**src/rtl/delay_mod_lfo.sv**
```systemverilog
// delay_mod_lfo: low-frequency modulation source for delay_core.mod_val.
// A phase accumulator steps once per sample strobe. Its phase is shaped into
// a triangle or sawtooth wave and scaled by a depth given in samples.
// Pipeline: S0 phase, S1 waveform, S2 scale. A strobe at edge k gives
// mod_valid at edge k+2.
// Optional macro DELAY_LFO_SLEW_EN limits each change of mod_val to +/-1
// per token.
module delay_mod_lfo #(
  parameter int PHASE_W = 24,
  parameter int DEPTH_W = 8
) (
  input  logic                clk,
  input  logic                rst_n,
  input  logic                en,
  input  logic                sync,
  input  logic [PHASE_W-1:0]  rate,
  input  logic [DEPTH_W-1:0]  depth,
  input  logic                shape,
  output logic signed [15:0]  mod_val,
  output logic                mod_valid
);

  // The 17x(DEPTH_W+1) signed product, plus one bit of headroom for the rounding add.
  localparam int PROD_W = 17 + DEPTH_W + 2;

  logic [PHASE_W-1:0]       phase;
  logic                     v0;
  logic                     v1;
  logic [15:0]              p;
  logic [14:0]              tri_t;
  logic signed [16:0]       wave_d;
  logic signed [16:0]       wave_q;
  logic signed [DEPTH_W:0]  depth_s;
  logic signed [PROD_W-1:0] prod;
  logic signed [PROD_W-1:0] sum;
  logic signed [PROD_W-1:0] shifted;
  logic signed [15:0]       target;

  // S0: phase accumulator. sync wins over en. Each strobe launches a token.
  // NOTE: state registers use non-blocking (<=) so every stage samples the
  // pre-edge value of the stage before it. That keeps tokens in flight
  // unaffected by a later sync or rate change.
  always_ff @(posedge clk or negedge rst_n) begin
    if (!rst_n) begin
      phase <= '0;
      v0    <= 1'b0;
    end else begin
      v0 <= en;
      if (sync) begin
        phase <= '0;
      end else if (en) begin
        phase <= phase + rate;
      end
    end
  end

  // S1 combinational: shape the top 16 phase bits into a signed wave.
  // NOTE: every always_comb output gets a default first, so no path
  // leaves a variable unassigned and no latch is inferred.
  always_comb begin
    p      = phase[PHASE_W-1 -: 16];
    tri_t  = '0;
    wave_d = '0;
    if (!shape) begin
      tri_t  = p[15] ? ~p[14:0] : p[14:0];
      wave_d = $signed({1'b0, tri_t, 1'b0}) - 17'sd32767;
    end else begin
      wave_d = $signed({1'b0, p}) - 17'sd32768;
      if (wave_d == -17'sd32768) begin
        wave_d = -17'sd32767;
      end
    end
  end

  // S1 register: capture the wave for the token that is in flight.
  always_ff @(posedge clk or negedge rst_n) begin
    if (!rst_n) begin
      v1     <= 1'b0;
      wave_q <= '0;
    end else begin
      v1 <= v0;
      if (v0) begin
        wave_q <= wave_d;
      end
    end
  end

  // S2 combinational: scale by depth, round half up, then shift arithmetically.
  always_comb begin
    depth_s = $signed({1'b0, depth});
    prod    = PROD_W'(wave_q) * PROD_W'(depth_s);
    sum     = prod + PROD_W'(16384);
    shifted = sum >>> 15;
    target  = shifted[15:0];
  end

  // S2 register: update the output and raise the valid pulse for one cycle.
  always_ff @(posedge clk or negedge rst_n) begin
    if (!rst_n) begin
      mod_val   <= '0;
      mod_valid <= 1'b0;
    end else begin
      mod_valid <= v1;
      if (v1) begin
`ifdef DELAY_LFO_SLEW_EN
        if (target > mod_val) begin
          mod_val <= mod_val + 16'sd1;
        end else if (target < mod_val) begin
          mod_val <= mod_val - 16'sd1;
        end
`else
        mod_val <= target;
`endif
      end
    end
  end

endmodule
```
**config.mk**
```make
export PLATFORM = sky130hd
export DESIGN_NAME = delay_mod_lfo
export DESIGN_NICKNAME = d
export VERILOG_FILES = /design/src/rtl/delay_mod_lfo.sv
export SDC_FILE = /design/constraint.sdc
export NUM_CORES = 1
export LEC_CHECK = 0
export ABC_AREA = 1
export BUFFER_PORTS_ARGS = -buffer_cell sky130_fd_sc_hd__buf_2
export CORE_MARGIN = 1
export CORE_UTILIZATION = 35
export DETAILED_ROUTE_END_ITERATION = 8
export SLEW_MARGIN = 20
export SYNTH_ARGS = -nofsm -noshare
export SYNTH_HDL_FRONTEND = slang
export SYNTH_SLANG_ARGS = --single-unit
export TNS_END_PERCENT = 1
```
**constraint.sdc**
```tcl
create_clock -name clk -period 13.7 [get_ports clk]
set_clock_uncertainty 0.1 [all_clocks]
set_input_delay 3.425 -clock clk [delete_from_list [all_inputs] [get_ports clk]]
set_output_delay 3.425 -clock clk [all_outputs]
set_load 0.01 [all_outputs]
```
# Word-level counts from Yosys, hierarchy flattened
# Index checks and enable logic that the tools add are counted.
# classes
add_sub_neg	4
mux	5
n_mul	1
shifts	0
n_div	0
reduce_logical	1
eq_ne	1
bitwise	1
magnitude_cmp	0
# ops
operator	count
$mux 24	2
$mux 17	2
$add 26x16->27 const B	1
$mul 17x9->26	1
$add 24x24->24	1
$eq 17x16->1 const B	1
$sub 16x15->17 const B	1
$sub 16x16->17 const B	1
$mux 15	1
$not 15->15	1
$reduce_bool 2->1	1
# totals
word_cells	19
memories	0
output_inout_bits	17
inputBits	37
ram_bits	0
romBits	0
latch_bits	0
ff_bits	56

# Logic depth before layout (Yosys ltp)
# Gate-level depths: netlist of run 1.
# logic_depth
ltp_word	4
mapped_depth	25
ltp_nobuf	23

# Least setup slack after synthesis of run 1
# Ideal clock, no wire load.
# synth_timing
path_kind	input to register
startpoint	in depth[2]
endpoint	reg mod_val[11] (netlist name)
setup_ns	0.117
t_required_ns	13.483
n_path_buf	2
cell_stages	19
slack_ns	5.860
arrival_time_ns	7.623
path_cell_list	clkbuf_1 -> clkbuf_1 -> nand2_1 -> fa_1 -> fa_1 -> inv_1 -> fa_1 -> inv_1 -> fa_1 -> inv_1 -> ha_1 -> ha_1 -> nand2_1 -> nor4_1 -> nand3_1 -> nand2_1 -> nand2_1 -> nand3_1 -> nand2_1
# synth_via
elab_chain_cells	2
# synth_rtl
element	line	text
start, declared	17	input logic [DEPTH_W-1:0] depth,
$mul 17x9->26	91	prod = PROD_W'(wave_q) * PROD_W'(depth_s);
$add 26x16->27	92	sum = prod + PROD_W'(16384);
# Every way passes these cells.
# A chain may end at the register's enable or synchronous reset.

# Worst setup path after layout of run 1
# layout_timing
startpoint	in depth[0]
endpoint	reg mod_val[11] (netlist name)
# layout_via
elab_chain_cells	2
# layout_rtl
element	line
$mul 17x9->26	91
$add 26x16->27	92
# Every way passes these cells.

==> results of run 1 <==
## cell usage in the layout, fill, tap and decap left out, types with 10 or more instances in the layout
cell type	n
sky130_fd_sc_hd__nand3_1	60
sky130_fd_sc_hd__fa_1	106
sky130_fd_sc_hd__buf_2	53
sky130_fd_sc_hd__a21oi_1	55
sky130_fd_sc_hd__inv_1	230
sky130_fd_sc_hd__dfrtp_1	55
sky130_fd_sc_hd__nand2_1	328
sky130_fd_sc_hd__ha_1	90
sky130_fd_sc_hd__nor2_1	70
sky130_fd_sc_hd__o21ai_1	25
sky130_fd_sc_hd__o21ai_0	22
sky130_fd_sc_hd__a31oi_1	10
## cells by family after synthesis
family | share of synthesized area (%)
AO/OA/AOI/OAI | 9.26
flip-flops | 15.9
XOR/XNOR | 1.01
AND/OR/NAND/NOR | 23.8
buffers and inverters | 12.7
adder cells (fa/ha/maj) | 37.4
## synthesized netlist by cell type (7+ instances only)
cell,instances
sky130_fd_sc_hd__a21o_1,8
sky130_fd_sc_hd__a21oi_1,55
sky130_fd_sc_hd__a31oi_1,10
sky130_fd_sc_hd__clkbuf_1,40
sky130_fd_sc_hd__dfrtp_1,55
sky130_fd_sc_hd__fa_1,106
sky130_fd_sc_hd__ha_1,90
sky130_fd_sc_hd__inv_1,230
sky130_fd_sc_hd__inv_2,8
sky130_fd_sc_hd__nand2_1,328
sky130_fd_sc_hd__nand3_1,60
sky130_fd_sc_hd__nand4_1,7
sky130_fd_sc_hd__nor2_1,70
sky130_fd_sc_hd__nor3_1,9
sky130_fd_sc_hd__o21ai_0,22
sky130_fd_sc_hd__o21ai_1,25
sky130_fd_sc_hd__xor2_1,7
## final cells by class
cell class / instances / area (µm²)
clock buffers: 5 / 125
clock inverters: 3 / 27.5
fillers: 2542 / 15000
inverters: 240 / 901
multi-input cells: 849 / 6200
flip-flops and latches: 55 / 1380
well taps: 324 / 405
repair buffers: 57 / 295
## critical path: stages
cell,delay (ns)
sky130_fd_sc_hd__buf_2,0.28
sky130_fd_sc_hd__nand2_1,0.20
sky130_fd_sc_hd__fa_1,0.58
sky130_fd_sc_hd__fa_1,0.66
sky130_fd_sc_hd__inv_1,0.10
sky130_fd_sc_hd__fa_1,0.54
sky130_fd_sc_hd__inv_1,0.05
sky130_fd_sc_hd__fa_1,0.50
sky130_fd_sc_hd__inv_1,0.04
sky130_fd_sc_hd__ha_1,0.29
sky130_fd_sc_hd__ha_1,0.43
sky130_fd_sc_hd__nand2_1,0.13
sky130_fd_sc_hd__nor4_1,0.36
sky130_fd_sc_hd__nand3_1,0.16
sky130_fd_sc_hd__nand2_1,0.09
sky130_fd_sc_hd__nand2_1,0.05
sky130_fd_sc_hd__nand3_1,0.06
sky130_fd_sc_hd__nand2_1,0.05
## flip-flops by register name, summed over array words and instances (netlist names)
register,count
v1,1
phase,24
wave_q,16
mod_valid,1
v0,1
mod_val,12
## routing by layer
| layer | up-vias | wire (µm) |
|---|---|---|
| li1 | 3706 | - |
| met1 | 3548 | 10300 |
| met2 | 148 | 10300 |
| met3 | 23 | 792 |
| met4 | 0 | 327 |
| met5 | - | 0 |
## worst paths after layout
kind                                        startpoint  slack [ns]                 endpoint
worst min-delay path            mod_val[7]$_DFFE_PN0P_        0.38   mod_val[7]$_DFFE_PN0P_
worst max register to register  wave_q[15]$_DFFE_PN0P_        8.62  mod_val[11]$_DFFE_PN0P_
worst min register to register  mod_val[7]$_DFFE_PN0P_        0.38   mod_val[7]$_DFFE_PN0P_
max in group asynchronous                        rst_n        9.81    wave_q[8]$_DFFE_PN0P_
worst max-delay path                          depth[0]        5.79  mod_val[11]$_DFFE_PN0P_
min in group asynchronous                        rst_n        3.16    phase[14]$_DFFE_PN0P_
## through the flow
stage               instances  hold slack [ns]  setup slack, ns  util, %  instance area (µm²)
global placement         1525            0.359             5.50     37.7                 9180
detailed placement       1525            0.362             5.46     37.7                 9180
global route             1533            0.409             5.50     38.4                 9330
finish                   1533            0.378             5.79     38.4                 9330
CTS                      1533            0.384             5.78     38.4                 9330
floorplan                1191            0.249             5.86        -                 8680
==> impl_metrics.py, run 1 <==
metrics = {
    "status": {
        "outcome": "finished clean",
    },
    "critical_path": {
        "cp_data_arrival_time_ns": 8.02,
        "worst_setup_path_start_kind": "primary input",
        "rr_worst_depth": 17,
        "timing.critical_path.fanout_max": 15,
        "timing_worst_setup_path_type": "primary input to flip-flop",
        "cp-end-kind": "flip-flop",
        "worst_ep_required_time_ns": 13.81,
    },
    "clock_tree": {
        "post-cts-setup-buffers": 0,
        "cts_resized": 0,
        "tritoncts": "yes",
        "cts.sink_count": 55,
        "clkLatencyLatePin_ns": 0.32,
        "path_clk_slew_ns": 0.08,
        "h-tree-depth": 2,
        "hold_bufs_inserted_after_cts": 0,
        "clk_root_buffer_cell": "sky130_fd_sc_hd__clkbuf_16",
        "clockBufferDepth": 2,
        "clock_buffers_created_by_tritoncts": 5,
    },
    "yosys": {
        "yosys-top-cells-area": "sky130_fd_sc_hd__fa_1 (24%), sky130_fd_sc_hd__dfrtp_1 (16%), sky130_fd_sc_hd__nand2_1 (14%)",
        "syn-instance-count": 1191,
        "ys_dominant_reg_cell": "sky130_fd_sc_hd__dfrtp_1",
        "yosys_warn_count": 0,
        "synth_seq_area_share_pct": 15.9,
        "asyncSetResetFlopFracSynth_pct": 100,
        "synth-edff-count": 0,
        "post_synth_num_cell_types": 42,
        "ys_seq_elements": 55,
        "syn_nets": 1424,
        "synth_top_area_cell": "sky130_fd_sc_hd__fa_1",
        "synthesis.area_per_instance_um2": 7.29,
        "synthesis.area_um2": 8680,
        "yosys.area.top_type_share_pct": 24.5,
    },
    "layout": {
        "layout-area-overhead-vs-synth_pct": 7.56,
        "antenna-diode-count": 0,
        "share_of_post_route_cells_with_drive_strength_above_1_pct": 6.78,
        "nNetsFinal": 1441,
    },
    "timing": {
        "finalHoldViolCount": 0,
        "setup_viol": 0,
        "setup_repair_after_global_routing_missed_its_margin": "false",
        "slew_viol_final": 0,
        "worst_margin_slew_ns": 0.776,
        "slew_headroom_pct": 48.3,
        "fin_crit_sh_pct": 57.8,
        "final.min_clock_period_ns": 7.91,
        "setup_total_negative_slack_ns": 0,
        "fmax_mhz": 126,
    },
    "global_route": {
        "globalRouteMet1Util_pct": 24.8,
        "global_route_wire_length_before_repair_mm": 36.5,
        "first_global_vias": 7410,
        "grt_max_degree": 56,
        "global_route.overflow_total": 0,
        "globalRouteMet2Util_pct": 29.5,
        "aggregate_global_route_resource_usage_pct": 17.8,
        "number_of_antenna_violations_at_the_first_check_in_global_routing": 0,
        "global_route.peak_usage_layer": "met2",
        "use_met3_pct": 1.72,
    },
    "drt": {
        "drt_first_iter_violations": 405,
        "dr.pass1.iters": 5,
        "detail_route.drc_violations": 0,
        "route.vias.total": 7425,
        "wire_per_inst_um": 14.2,
        "finalWirelength_mm": 21.8,
        "detail_route.vias_per_cell": 4.84,
        "antenna_left": 0,
    },
    "placed_design": {
        "port_buffers": 53,
        "dp.final_hpwl_mm": 18.0,
        "finalWeightedCongestion": 0.930,
    },
    "floorplanning": {
        "design.portCount": 54,
        "die_x_um": 159,
        "core.rowCount": 57,
        "floorplan.initialDensity_pct": 35.7,
        "die_area_um2": 25400,
        "core_area_um2": 24300,
        "fp.dieH_um": 159,
    },
    "job": {
        "maxcap_violations": 0,
    },
    "hold_path": {
        "hold_path.class": "flip-flop to flip-flop",
        "min_path_cells": 2,
    },
}
Power of run 1 is left out: the tool's default activity adds up to more than one toggle a clock period on the data nets, which glitch-free logic cannot reach.
==> inputs of run 2 (changes only) <==
==> constraint.sdc (replaced) <==
create_clock -name clk -period 6.4 [get_ports clk]
set_clock_uncertainty 0.1 [all_clocks]
set_input_delay 1.6 -clock clk [delete_from_list [all_inputs] [get_ports clk]]
set_output_delay 1.6 -clock clk [all_outputs]
set_load 0.01 [all_outputs]
==> run 2 against run 1 <==
Net effect:
- cell count rose by 0.65%
- critical path depth grew 4
- largest cell class unchanged
- via count about the same
==> impl_metrics.py, run 2 (synthesis results as in run 1) <==
metrics = {
    "status": {
        "outcome": "finished clean",
    },
    "timing": {
        "worst_margin_slew_ns": 0.773,
        "slew_headroom_pct": 48.5,
        "setup_total_negative_slack_ns": 0,
        "slew_viol_final": 0,
        "fin_crit_sh_pct": 93.0,
        "final.min_clock_period_ns": 5.95,
        "setup_viol": 0,
        "fmax_mhz": 168,
        "setup_repair_after_global_routing_missed_its_margin": "false",
        "finalHoldViolCount": 0,
    },
    "global_route": {
        "first_global_vias": 7313,
        "global_route.overflow_total": 0,
        "aggregate_global_route_resource_usage_pct": 17.7,
        "global_route_wire_length_before_repair_mm": 36.1,
        "number_of_antenna_violations_at_the_first_check_in_global_routing": 2,
        "grt_max_degree": 56,
    },
    "clock_tree": {
        "h-tree-depth": 2,
        "tritoncts": "yes",
        "post-cts-setup-buffers": 0,
        "clk_root_buffer_cell": "sky130_fd_sc_hd__clkbuf_16",
        "clock_buffers_created_by_tritoncts": 5,
        "cts.sink_count": 55,
        "cts_resized": 0,
        "clockBufferDepth": 2,
        "clkLatencyLatePin_ns": 0.32,
        "hold_bufs_inserted_after_cts": 0,
        "path_clk_slew_ns": 0.08,
    },
    "floorplanning": {
        "core.rowCount": 57,
        "floorplan.initialDensity_pct": 35.7,
        "design.portCount": 54,
        "core_area_um2": 24300,
        "die_area_um2": 25400,
        "fp.dieH_um": 159,
        "die_x_um": 159,
    },
    "layout": {
        "layout_top_registers": "phase (24), wave_q (16), mod_val (12)",
        "layout-area-overhead-vs-synth_pct": 8.44,
        "regMostFlops": "phase",
        "largest_register_ff_count": 24,
        "layout_common_cells": "sky130_fd_sc_hd__nand2_1 (328), sky130_fd_sc_hd__inv_1 (230), sky130_fd_sc_hd__fa_1 (106)",
        "leading_cell_type_in_the_layout_fill_and_taps_excluded": "sky130_fd_sc_hd__nand2_1",
        "nNetsFinal": 1450,
        "share_of_post_route_cells_with_drive_strength_above_1_pct": 7.47,
    },
    "critical_path": {
        "timing.critical_path.fanout_max": 16,
        "rr_endpoint": "mod_val[8]$_DFFE_PN0P_",
        "worst_ep_required_time_ns": 6.51,
        "cp-end-kind": "flip-flop",
        "cp_data_arrival_time_ns": 6.06,
        "rr_worst_depth": 21,
        "timing_worst_setup_path_type": "primary input to flip-flop",
        "worst_setup_path_start_kind": "primary input",
        "cp_startpoint": "depth[5]",
        "reg2reg_from": "wave_q[15]$_DFFE_PN0P_",
        "setup.reg_to_reg.worst_slack_ns": 1.38,
    },
    "drt": {
        "wire_per_inst_um": 14.1,
        "detail_route.drc_violations": 0,
        "route.vias.total": 7418,
        "finalWirelength_mm": 21.7,
        "drt_first_iter_violations": 297,
        "detail_route.vias_per_cell": 4.81,
        "dr.pass1.iters": 5,
        "antenna_left": 0,
    },
    "hold_path": {
        "origin_of_the_worst_min_delay_path": "mod_val[3]$_DFFE_PN0P_",
        "hold_path.class": "flip-flop to flip-flop",
        "hold_end": "mod_val[3]$_DFFE_PN0P_",
        "min_path_cells": 2,
    },
    "placed_design": {
        "dp.final_hpwl_mm": 18.2,
        "port_buffers": 53,
        "finalWeightedCongestion": 0.909,
    },
    "job": {
        "maxcap_violations": 0,
    },
}
[run 2: cell count changes in the layout (fill, tap and decap cells not counted)]
cell	previous run	this run
sky130_fd_sc_hd__clkinv_8	0	1
sky130_fd_sc_hd__clkinv_4	1	0
sky130_fd_sc_hd__buf_4	4	13
sky130_fd_sc_hd__inv_6	0	2
sky130_fd_sc_hd__diode_2	0	1
sky130_fd_sc_hd__clkinvlp_4	1	0
sky130_fd_sc_hd__inv_8	1	0
[run 2: final cells by class]
type                            instances  area [µm²]
Clock inverter                          3        33.8
Fill cell                            2585       14900
Antenna cell                            1        2.50
Tap cell                              324         405
Timing Repair Buffer                   66         363
Inverter                              240         901
Multi-Input combinational cell        849        6200
Clock buffer                            5         125
Sequential cell                        55        1380
[run 2: worst max-delay path by stage]
| stage | to |
|---|---|
| final | mod_val[8]$_DFFE_PN0P_ |
| after global placement | mod_val[8]$_DFFE_PN0P_ |
| after CTS | mod_val[8]$_DFFE_PN0P_ |
| after global routing | mod_val[10]$_DFFE_PN0P_ |
| after detailed placement | mod_val[8]$_DFFE_PN0P_ |
| after floorplan | mod_val[11]$_DFFE_PN0P_ |
[run 2: per-layer routing]
layer / track usage (%) / wire length (µm)
met1: 23.6 / 10200
met2: 30.3 / 10400
met5: 0 / 0
met4: 3.54 / 268
met3: 2.76 / 913
[run 2: critical path, stage by stage]
cell and delay (ns):
sky130_fd_sc_hd__buf_2 0.21, sky130_fd_sc_hd__nand2_1 0.10, sky130_fd_sc_hd__inv_1 0.06, sky130_fd_sc_hd__fa_1 0.65
sky130_fd_sc_hd__inv_1 0.13, sky130_fd_sc_hd__fa_1 0.54, sky130_fd_sc_hd__inv_1 0.05, sky130_fd_sc_hd__fa_1 0.52
sky130_fd_sc_hd__inv_1 0.05, sky130_fd_sc_hd__fa_1 0.52, sky130_fd_sc_hd__inv_1 0.04, sky130_fd_sc_hd__ha_1 0.28
sky130_fd_sc_hd__ha_1 0.35, sky130_fd_sc_hd__nand2_1 0.08, sky130_fd_sc_hd__inv_1 0.07, sky130_fd_sc_hd__nand3_1 0.10
sky130_fd_sc_hd__nor3_1 0.21, sky130_fd_sc_hd__nand3_1 0.18, sky130_fd_sc_hd__nand3_1 0.12, sky130_fd_sc_hd__nand2_1 0.05
sky130_fd_sc_hd__nand3_1 0.07, sky130_fd_sc_hd__nand2_1 0.06
[run 2: through the flow]
stage	util, %	cells	setup slack, ns	hold WS (ns)	area, µm²
4_1_cts	38.7	1542	0.456	0.389	9410
3_5_place_dp	38.0	1534	0.137	0.366	9250
3_3_place_gp	38.0	1534	0.113	0.362	9250
2_1_floorplan	-	1191	0.385	0.249	8680
5_1_grt	38.7	1542	0.127	0.420	9410
6_report	38.7	1543	0.446	0.382	9410
Power of run 2 is left out for the same reason.
==> inputs of run 3 (changes only) <==
--- a/config.mk
+++ b/config.mk
@@ -10,6 +10,7 @@
 export CORE_MARGIN = 1
 export CORE_UTILIZATION = 35
 export DETAILED_ROUTE_END_ITERATION = 8
+export GPL_ROUTABILITY_DRIVEN = 0
 export SLEW_MARGIN = 20
 export SYNTH_ARGS = -nofsm -noshare
 export SYNTH_HDL_FRONTEND = slang
==> constraint.sdc (replaced) <==
create_clock -name clk -period 6.73 [get_ports clk]
set_clock_uncertainty 0.1 [all_clocks]
set_input_delay 1.6825 -clock clk [delete_from_list [all_inputs] [get_ports clk]]
set_output_delay 1.6825 -clock clk [all_outputs]
set_load 0.01 [all_outputs]
==> run 3 against run 2 <==
Net effect:
- register-to-register slack improved by 0.28 ns
- highest routed layer is now met5
- global-route usage barely moved
- count of clock-buffer cells in the layout is 1 higher
- first-iteration DRC count increased by 43%
- sequential share of layout area about the same
- cell count down 0.19%
- flip-flop and latch count unchanged
- critical path type unchanged
==> impl_metrics.py, run 3 (synthesis results as in run 1) <==
metrics = {
    "timing": {
        "final.min_clock_period_ns": 6.10,
        "fin_crit_sh_pct": 90.6,
        "setup_total_negative_slack_ns": 0,
        "setup_viol": 0,
        "finalHoldViolCount": 0,
        "worst_margin_slew_ns": 0.753,
        "setup_repair_after_global_routing_missed_its_margin": "false",
        "fmax_mhz": 164,
        "slew_viol_final": 0,
        "whs_ns": 0.379,
        "slew_headroom_pct": 49.8,
    },
    "layout": {
        "regMostFlops": "phase",
        "area_of_combinational_cells_with_multiple_inputs_um2": 6200,
        "fillCellCount": 2542,
        "nNetsFinal": 1447,
        "layout-area-overhead-vs-synth_pct": 8.28,
        "seqCellArea_um2": 1380,
        "leading_cell_type_in_the_layout_fill_and_taps_excluded": "sky130_fd_sc_hd__nand2_1",
        "layout_common_cells": "sky130_fd_sc_hd__nand2_1 (328), sky130_fd_sc_hd__inv_1 (230), sky130_fd_sc_hd__fa_1 (106)",
        "finalCoreUtilization_pct": 38.6,
        "largest_register_ff_count": 24,
        "share_of_post_route_cells_with_drive_strength_above_1_pct": 7.16,
        "layout_top_registers": "phase (24), wave_q (16), mod_val (12)",
    },
    "clock_tree": {
        "tritoncts": "yes",
        "clockBufferDepth": 2,
        "cts_resized": 0,
        "clkLatencyLatePin_ns": 0.31,
        "clk_root_buffer_cell": "sky130_fd_sc_hd__clkbuf_16",
        "h-tree-depth": 2,
        "cts.sink_count": 55,
        "clock_buffers_created_by_tritoncts": 5,
        "post-cts-setup-buffers": 0,
        "hold_bufs_inserted_after_cts": 0,
        "path_clk_slew_ns": 0.08,
    },
    "pwr": {
        "power.ir.vdd_worst_v": 0.000355,
        "power.static_leakage_nw": 5.44,
        "power.density_cell_area_nw_per_um2": 541,
    },
    "floorplanning": {
        "die_area_um2": 25400,
        "floorplan.initialDensity_pct": 35.7,
        "design.portCount": 54,
        "core.rowCount": 57,
        "fp.dieH_um": 159,
        "die_x_um": 159,
        "core_area_um2": 24300,
    },
    "critical_path": {
        "timing_worst_setup_path_type": "primary input to flip-flop",
        "cp-end-kind": "flip-flop",
        "worst_setup_path_start_kind": "primary input",
        "critical_path.top_delay_family": "adder cells",
        "worst_path_max_delay_cell": "sky130_fd_sc_hd__fa_1",
        "worst_ep_required_time_ns": 6.84,
        "crit_top_cell": "sky130_fd_sc_hd__inv_1",
        "critical_path_buf_inv_count": 7,
        "critPathMaxStageDelay_ns": 0.60,
        "cp_cell_sequence": "buf_2 > nand2_1 > inv_1 > fa_1 > inv_1 > fa_1 > inv_1 > fa_1 > inv_1 > fa_1 > inv_1 > ha_1 > ha_1 > nand2_1 > inv_1 > nand3_1 > nor3_1 > nand3_1 > nand3_1 > nand2_1 > nand3_1 > nand2_1",
        "cp_data_arrival_time_ns": 6.20,
        "timing.critical_path.fanout_max": 16,
    },
    "global_route": {
        "aggregate_global_route_resource_usage_pct": 17.8,
        "global_route.overflow_total": 0,
        "use_met3_pct": 2.01,
        "number_of_antenna_violations_at_the_first_check_in_global_routing": 2,
        "global_route.peak_usage_layer": "met2",
        "grt_max_degree": 56,
        "first_global_vias": 7365,
        "globalRouteMet1Util_pct": 24.3,
        "global_route_wire_length_before_repair_mm": 36.3,
        "globalRouteMet2Util_pct": 29.9,
    },
    "drt": {
        "finalWirelength_mm": 21.7,
        "detail_route.vias_per_cell": 4.82,
        "antenna_left": 0,
        "dr.pass1.iters": 5,
        "route.vias.total": 7416,
        "detail_route.drc_violations": 0,
        "wire_per_inst_um": 14.1,
        "drt_first_iter_violations": 426,
    },
    "hold_path": {
        "hold_path.class": "flip-flop to flip-flop",
    },
    "placed_design": {
        "port_buffers": 53,
        "dp.final_hpwl_mm": 18.0,
    },
    "job": {
        "maxcap_violations": 0,
    },
    "status": {
        "outcome": "finished clean",
    },
}
-- run 3: cell types whose count changed in the layout (fill, tap and decap cells not counted), sizes merged --
cell / delta
clkinv: -1
bufinv: +1
inv: -1
clkbuf: +1
buf: -3
-- run 3: worst min-delay path, stage by stage (launching register included) --
cell	delay, ns
sky130_fd_sc_hd__dfrtp_1	0.35
sky130_fd_sc_hd__nand2_1	0.05
sky130_fd_sc_hd__nand2_1	0.05
-- run 3: final cells by class --
class,instances,area share (%)
multi-input combinational,849,66.0
clock inverter,2,0.413
sequential,55,14.6
inverter,240,9.59
timing repair buffer,63,3.62
clock buffer,6,1.37
tap,324,4.31
antenna,1,0.0266
-- run 3: path summary, 6_finish.rpt --
| kind | slack (ns) | endpoint | cells after the start | start |
|---|---|---|---|---|
| setup / recovery | 0.63 | mod_val[8]$_DFFE_PN0P_ | 22 | depth[4] |
| hold / removal | 0.38 | mod_val[7]$_DFFE_PN0P_ | 2 | mod_val[7]$_DFFE_PN0P_ |
| setup reg to reg | 1.66 | mod_val[8]$_DFFE_PN0P_ | 21 | wave_q[15]$_DFFE_PN0P_ |
| hold reg to reg | 0.38 | mod_val[7]$_DFFE_PN0P_ | 2 | mod_val[7]$_DFFE_PN0P_ |
| max in group asynchronous | 4.61 | wave_q[7]$_DFFE_PN0P_ | 2 | rst_n |
| min in group asynchronous | 1.42 | mod_valid$_DFF_PN0_ | 2 | rst_n |
-- run 3: metal layers --
metal	part of all wire [%]	vias up
met3	2.8	29
met1	48	3543
met2	47	112
met4	1.6	2
met5	0.069	-
li1	-	3730
-- run 3: report_power, final --
group | internal (mW) | total [mW] | switching (mW)
registers | 0.415 | 0.519 | 0.105
logic | 1.60 | 4.25 | 2.64
clock network | 0.178 | 0.318 | 0.140
-- run 3: stage by stage --
step / power, mW / std cells / setup slack [ns] / area (µm²)
after floorplan: 3.73 / 1191 / 0.633 / 8680
after global placement: 4.74 / 1531 / 0.357 / 9230
after detailed placement: 4.78 / 1531 / 0.333 / 9230
after CTS: 5.14 / 1539 / 0.638 / 9390
after global routing: 5.77 / 1539 / 0.287 / 9390
final: 5.08 / 1540 / 0.631 / 9400
No activity file was read; power rests on OpenSTA's default activity.
